### src/rtl/reorder_buffer.sv
// Circular in-order commit queue: accepts one issued instruction per cycle, collects RS/LSB results, retires the oldest.
// Commit pulses are registered, one cycle after the head becomes ready; a taken branch flushes on the same edge it raises clear.
module reorder_buffer #(
    parameter int ROB_WIDTH_BIT = 4,
    parameter int ROB_TYPE_BIT  = 2
) (
    input  logic                     clk_in,
    input  logic                     rst_in,
    input  logic                     rdy_in,
    input  logic                     dec_valid,
    input  logic [ROB_TYPE_BIT-1:0]  dec_type,
    input  logic [4:0]               dec_reg_id,
    input  logic [31:0]              dec_value,
    input  logic [31:0]              dec_inst_addr,
    input  logic [31:0]              dec_jump_addr,
    input  logic                     dec_ready,
    output logic                     rob_full,
    output logic [ROB_WIDTH_BIT-1:0] rob_free_id,
    input  logic                     rs_wb_valid,
    input  logic [ROB_WIDTH_BIT-1:0] rs_wb_id,
    input  logic [31:0]              rs_wb_value,
    input  logic                     lsb_wb_valid,
    input  logic [ROB_WIDTH_BIT-1:0] lsb_wb_id,
    input  logic [31:0]              lsb_wb_value,
    output logic                     reg_wr_valid,
    output logic [4:0]               reg_wr_id,
    output logic [31:0]              reg_wr_value,
    output logic [ROB_WIDTH_BIT-1:0] reg_wr_rob_id,
    output logic                     st_commit_valid,
    output logic [ROB_WIDTH_BIT-1:0] st_commit_rob_id,
    output logic                     clear,
    output logic [31:0]              clear_addr,
    output logic                     halt
);
    localparam int DEPTH = 1 << ROB_WIDTH_BIT;
    localparam int CW    = ROB_WIDTH_BIT + 1;
    localparam logic [CW-1:0] FULL_LVL = CW'(DEPTH - 1);
    localparam logic [ROB_TYPE_BIT-1:0] T_RG = ROB_TYPE_BIT'(0);
    localparam logic [ROB_TYPE_BIT-1:0] T_ST = ROB_TYPE_BIT'(1);
    localparam logic [ROB_TYPE_BIT-1:0] T_BR = ROB_TYPE_BIT'(2);
    localparam logic [ROB_TYPE_BIT-1:0] T_EX = ROB_TYPE_BIT'(3);

    logic [ROB_WIDTH_BIT-1:0] head, tail;
    logic [CW-1:0]            count;
    logic [DEPTH-1:0]         busy, ready;

    logic [ROB_TYPE_BIT-1:0]  e_type      [DEPTH];
    logic [4:0]               e_reg       [DEPTH];
    logic [31:0]              e_value     [DEPTH];
    logic [31:0]              e_inst_addr [DEPTH];
    logic [31:0]              e_jump      [DEPTH];

    logic                     enq, wb_ok_rs, wb_ok_lsb;
    logic                     can_commit, retire, taken;
    logic [ROB_TYPE_BIT-1:0]  head_type;

    assign rob_full    = (count >= FULL_LVL);
    assign rob_free_id = tail;

    assign head_type  = e_type[head];
    assign enq        = rdy_in && dec_valid && !clear;
    // A write-back aimed at the slot being refilled this cycle belongs to a dead instruction.
    assign wb_ok_rs   = rs_wb_valid && busy[rs_wb_id] && !(enq && (rs_wb_id == tail));
    assign wb_ok_lsb  = lsb_wb_valid && busy[lsb_wb_id] && !(enq && (lsb_wb_id == tail));
    assign can_commit = rdy_in && busy[head] && ready[head] && !halt;
    assign retire     = can_commit && (head_type != T_EX);
    assign taken      = retire && (head_type == T_BR) && e_value[head][0];

    // The PC travels with the entry for debug visibility only; retirement never reads it.
    logic unused_inst_addr;
    assign unused_inst_addr = ^e_inst_addr[head];

    // Payload storage: later assignments win, so RS beats LSB and enqueue beats both.
    always_ff @(posedge clk_in) begin
        if (rdy_in && !taken) begin
            if (wb_ok_lsb) e_value[lsb_wb_id] <= lsb_wb_value;
            if (wb_ok_rs)  e_value[rs_wb_id]  <= rs_wb_value;
            if (enq) begin
                e_type[tail]      <= dec_type;
                e_reg[tail]       <= dec_reg_id;
                e_value[tail]     <= dec_value;
                e_inst_addr[tail] <= dec_inst_addr;
                e_jump[tail]      <= dec_jump_addr;
            end
        end
    end

    always_ff @(posedge clk_in or negedge rst_in) begin
        if (!rst_in) begin
            head             <= '0;
            tail             <= '0;
            count            <= '0;
            busy             <= '0;
            ready            <= '0;
            halt             <= 1'b0;
            reg_wr_valid     <= 1'b0;
            reg_wr_id        <= '0;
            reg_wr_value     <= '0;
            reg_wr_rob_id    <= '0;
            st_commit_valid  <= 1'b0;
            st_commit_rob_id <= '0;
            clear            <= 1'b0;
            clear_addr       <= '0;
        end else begin
            reg_wr_valid     <= 1'b0;
            reg_wr_id        <= '0;
            reg_wr_value     <= '0;
            reg_wr_rob_id    <= '0;
            st_commit_valid  <= 1'b0;
            st_commit_rob_id <= '0;
            clear            <= 1'b0;
            clear_addr       <= '0;
            if (rdy_in) begin
                if (taken) begin
                    clear      <= 1'b1;
                    clear_addr <= e_jump[head];
                    head       <= '0;
                    tail       <= '0;
                    count      <= '0;
                    busy       <= '0;
                    ready      <= '0;
                end else begin
                    if (wb_ok_lsb) ready[lsb_wb_id] <= 1'b1;
                    if (wb_ok_rs)  ready[rs_wb_id]  <= 1'b1;
                    if (can_commit) begin
                        if (head_type == T_EX) begin
                            halt <= 1'b1;
                        end else begin
                            busy[head] <= 1'b0;
                            head       <= head + 1'b1;
                            case (head_type)
                                T_RG: begin
                                    reg_wr_valid  <= 1'b1;
                                    reg_wr_id     <= e_reg[head];
                                    reg_wr_value  <= e_value[head];
                                    reg_wr_rob_id <= head;
                                end
                                T_ST: begin
                                    st_commit_valid  <= 1'b1;
                                    st_commit_rob_id <= head;
                                end
                                default: ;
                            endcase
                        end
                    end
                    // Placed after commit so a full-wrap refill of the head slot keeps it busy.
                    if (enq) begin
                        busy[tail]  <= 1'b1;
                        ready[tail] <= dec_ready;
                        tail        <= tail + 1'b1;
                    end
                    case ({enq, retire})
                        2'b10:   count <= count + 1'b1;
                        2'b01:   count <= count - 1'b1;
                        default: count <= count;
                    endcase
                end
            end
        end
    end
endmodule
### config.mk
export PLATFORM = sky130hd
export DESIGN_NAME = reorder_buffer
export DESIGN_NICKNAME = d
export VERILOG_FILES = /design/src/rtl/reorder_buffer.sv
export SDC_FILE = /design/constraint.sdc
export NUM_CORES = 2
export LEC_CHECK = 0
export CAP_MARGIN = 20
export CELL_PAD_IN_SITES_DETAIL_PLACEMENT = 1
export CELL_PAD_IN_SITES_GLOBAL_PLACEMENT = 1
export CORE_ASPECT_RATIO = 1.1
export CORE_MARGIN = 1.5
export CORE_UTILIZATION = 30
export DETAILED_ROUTE_END_ITERATION = 8
export HOLD_SLACK_MARGIN = 0.05
export PLACE_DENSITY_LB_ADDON = 0.1
export SLEW_MARGIN = 30
export SYNTH_ARGS = -nofsm -noshare
export SYNTH_HDL_FRONTEND = slang
export SYNTH_SLANG_ARGS = --single-unit
### constraint.sdc
create_clock -name clk_in -period 6.5 [get_ports clk_in]
set_input_delay 0.65 -clock clk_in [delete_from_list [all_inputs] [get_ports clk_in]]
set_output_delay 0.65 -clock clk_in [all_outputs]
set_load 0.01 [all_outputs]
==> impl_metrics.py <==
metrics = {
    "status": {
        "status": "complete, no violations",
    },
    "die": {
        "rows": 172,
        "core-area_um2": 200000,
        "ios": 268,
        "dieWidth_um": 430,
        "die_area_um2": 204000,
        "start_util_pct": 30.2,
        "die_h_um": 473,
    },
    "sta": {
        "worst-slew-pin-transition_ns": 1.07,
        "finalCritPeriodShare_pct": 75.1,
        "rsz0062_at_grt": "false",
        "fin_skew_ns": 0.0353,
        "finalCriticalPeriod_ns": 4.88,
        "final_max_slew_viol_count": 0,
        "layout_setup_ws_ns": 1.62,
        "slew_headroom_pct": 29.0,
        "hold_violations": 0,
        "timing.fmax_ghz": 0.205,
        "setup_viol": 0,
        "finalSetupTns_ns": 0,
    },
    "yosys": {
        "ys.flop_type": "edfxtp_1",
        "async_flop_share_pct": 9.98,
        "synth_edf_count": 1136,
        "syn_inst": 4036,
        "avgSynthCellArea_um2": 14.9,
        "ys_warn_count": 0,
        "synthMostInstantiatedCell": "edfxtp_1",
        "synth_seq_cells": 1262,
        "synth.net_count": 4228,
        "netlist.area_leader.share_pct": 56.6,
        "yosys.area.top_type": "edfxtp_1",
        "ys_top_cells_by_count": "edfxtp_1, nor2_1, a21oi_1",
        "synth.distinct_cells": 60,
        "ys_seq_area_share_pct": 61.8,
        "synth_area_um2": 60300,
        "synth_area_leaders": "edfxtp_1, mux4_2, mux2i_1, dfrtp_1, a21oi_1",
    },
    "placement": {
        "post_dp_cell_area_um2": 65200,
        "place_ws_ns": 1.22,
        "portBuffers": 235,
        "gp_congestion": 0.755,
        "hpwl_mm": 119,
    },
    "run": {
        "drv_cap": 0,
    },
    "critical_path": {
        "crit_chain": "buf_12 > mux4_1 > nand2_1 > and4_1 > nand3_4 > buf_4 > o21bai_4 > buf_4 > clkinv_2 > buf_4",
        "crit_path_top_delay_cell": "clkinv_2",
        "cp.buffers_inverters": 5,
        "worstSetupStartpointType": "flip-flop",
        "max_stage_delay_ns": 0.83,
        "r2r_start": "head[0]$_DFFE_PN0P_",
        "r2r_slack_ns": 1.62,
        "cp.required_ns": 7.03,
        "crit_arrival_ns": 5.41,
        "criticalPathCategory": "reg2reg",
        "regToRegEndpoint": "e_jump[5][15]$_DFFE_PP_",
        "endpoint_kind": "flip-flop",
        "cp_max_fo": 29,
        "r2r_cells": 10,
        "cp_num_cells": 10,
        "crit_top_cell": "buf_4",
        "crit_family": "buffers and inverters",
    },
    "power_and_ir_drop": {
        "power_leakage_nw": 26.7,
        "ir_drop_mv": 0.250,
        "power_density_nw_per_um2": 343,
    },
    "detailed_routing": {
        "vias": 36362,
        "wire_per_inst_um": 31.7,
        "antenna_left": 0,
        "first_pass_iters": 7,
        "finalWirelength_mm": 218,
        "via_per_inst": 5.29,
        "drc": 0,
        "drtIter0Drc": 2657,
    },
    "grt": {
        "antenna_found_initial": 38,
        "grt_max_degree": 139,
        "grt_pass1_vias": 38472,
        "grt_overflow": 0,
        "grtUsageMet2_pct": 36.7,
        "use_met1_pct": 27.6,
        "use_met3_pct": 3.19,
        "grt_pass1_wl_mm": 309,
        "grtUsageTotal_pct": 21.4,
        "top_usage_layer": "met2",
    },
    "clock_network": {
        "cts_tree": "built",
        "ctsHtreeMaxLevel": 4,
        "cts_buffers": 154,
        "cts_buffer_depth": 3,
        "cts.clk_slew.worst_paths_ns": 0.06,
        "insertion_delay_ns": 0.81,
        "root_buffer": "clkbuf_16",
        "cts_sinks": 1262,
        "post_cts_resized": 0,
    },
    "finish": {
        "fin_nets": 4315,
        "fin_area_um2": 70200,
        "syn_to_final_growth_pct": 16.4,
        "layout-drive-gt1-share_pct": 18.1,
    },
    "min_path": {
        "min_path_type": "in2async",
    },
}
## power by group
part	switching, W	leakage (nW)	internal, W
logic	0.00327	12.4	0.00262
clock network	0.00360	2.35	0.00482
registers	0.000336	11.9	0.00943
## per-layer routing
layer  wire length [um]  share of wire [%]  up-vias
met5                212              0.097        -
met4               6410                2.9       30
met3               8640                4.0      359
met2             109000                 50      877
met1              93400                 43    19340
li1                   -                  -    15756
## logic make-up (layout without fill, tap and decap cells)
kind of cell	count (synthesis)	in the layout	synth area share (%)
mux	889	889	22.3
buf+inv	454	671	3.76
xor+xnor	14	14	0.203
compound gates	656	656	6.32
flops	1262	1262	61.8
other cells	0	11	0
simple gates	751	751	5.36
fa+ha+maj	10	10	0.208
## cell usage in the layout, fill, tap and decap left out, types with 17 or more instances in the layout
cell type / count
a21oi_1: 527
clkinv_2: 29
o211ai_4: 17
nor2_1: 551
nand2_1: 29
o21ai_4: 22
nand3_1: 36
nor2b_1: 44
clkdlybuf4s50_1: 234
clkbuf_16: 156
buf_4: 94
dfrtp_1: 123
clkbuf_1: 54
edfxtp_1: 1136
and2_1: 36
mux2i_1: 524
mux4_2: 364
clkinv_1: 30
## area by class of cell
class	count	area [um^2]
Clock inverter	68	621
Sequential cell	1262	37300
Fill cell	20312	130000
Multi-Input combinational cell	2320	21100
Tap cell	2610	3270
Clock buffer	218	4220
Inverter	34	166
Timing Repair Buffer	351	3480
Antenna cell	11	27.5
## what timing repair did
action                    in CTS  in global routing
hold buffers                   1                  0
hold endpoints to repair      66                  0
setup buffers                  0                  0
## how the worst max path moves through the flow
| stage | startpoint | end | slack, ns |
|---|---|---|---|
| after CTS | head[0]$_DFFE_PN0P_ | e_jump[5][20]$_DFFE_PP_ | 1.34 |
| after global placement | rdy_in | e_jump[5][20]$_DFFE_PP_ | 1.02 |
| final | head[0]$_DFFE_PN0P_ | e_jump[5][15]$_DFFE_PP_ | 1.62 |
| after floorplan | rs_wb_id[0] | e_value[3][0]$_DFFE_PP_ | 1.42 |
| after global routing | head[0]$_DFFE_PN0P_ | e_jump[5][16]$_DFFE_PP_ | 1.34 |
| after detailed placement | rdy_in | e_jump[5][20]$_DFFE_PP_ | 1.22 |
## through the flow
step | hold slack, ns | std cells | power, W | utilization [%]
final | 0.502 | 6874 | 0.0241 | 35.1
after global routing | 0.515 | 6872 | 0.0251 | 35.1
after CTS | 0.471 | 6860 | 0.0245 | 35.1
after detailed placement | 0.530 | 6573 | 0.0159 | 32.7
after global placement | 0.528 | 6571 | 0.0159 | 32.6
after floorplan | 0.354 | 4036 | 0.0138 | -
No activity file was read; power rests on OpenSTA's default activity.
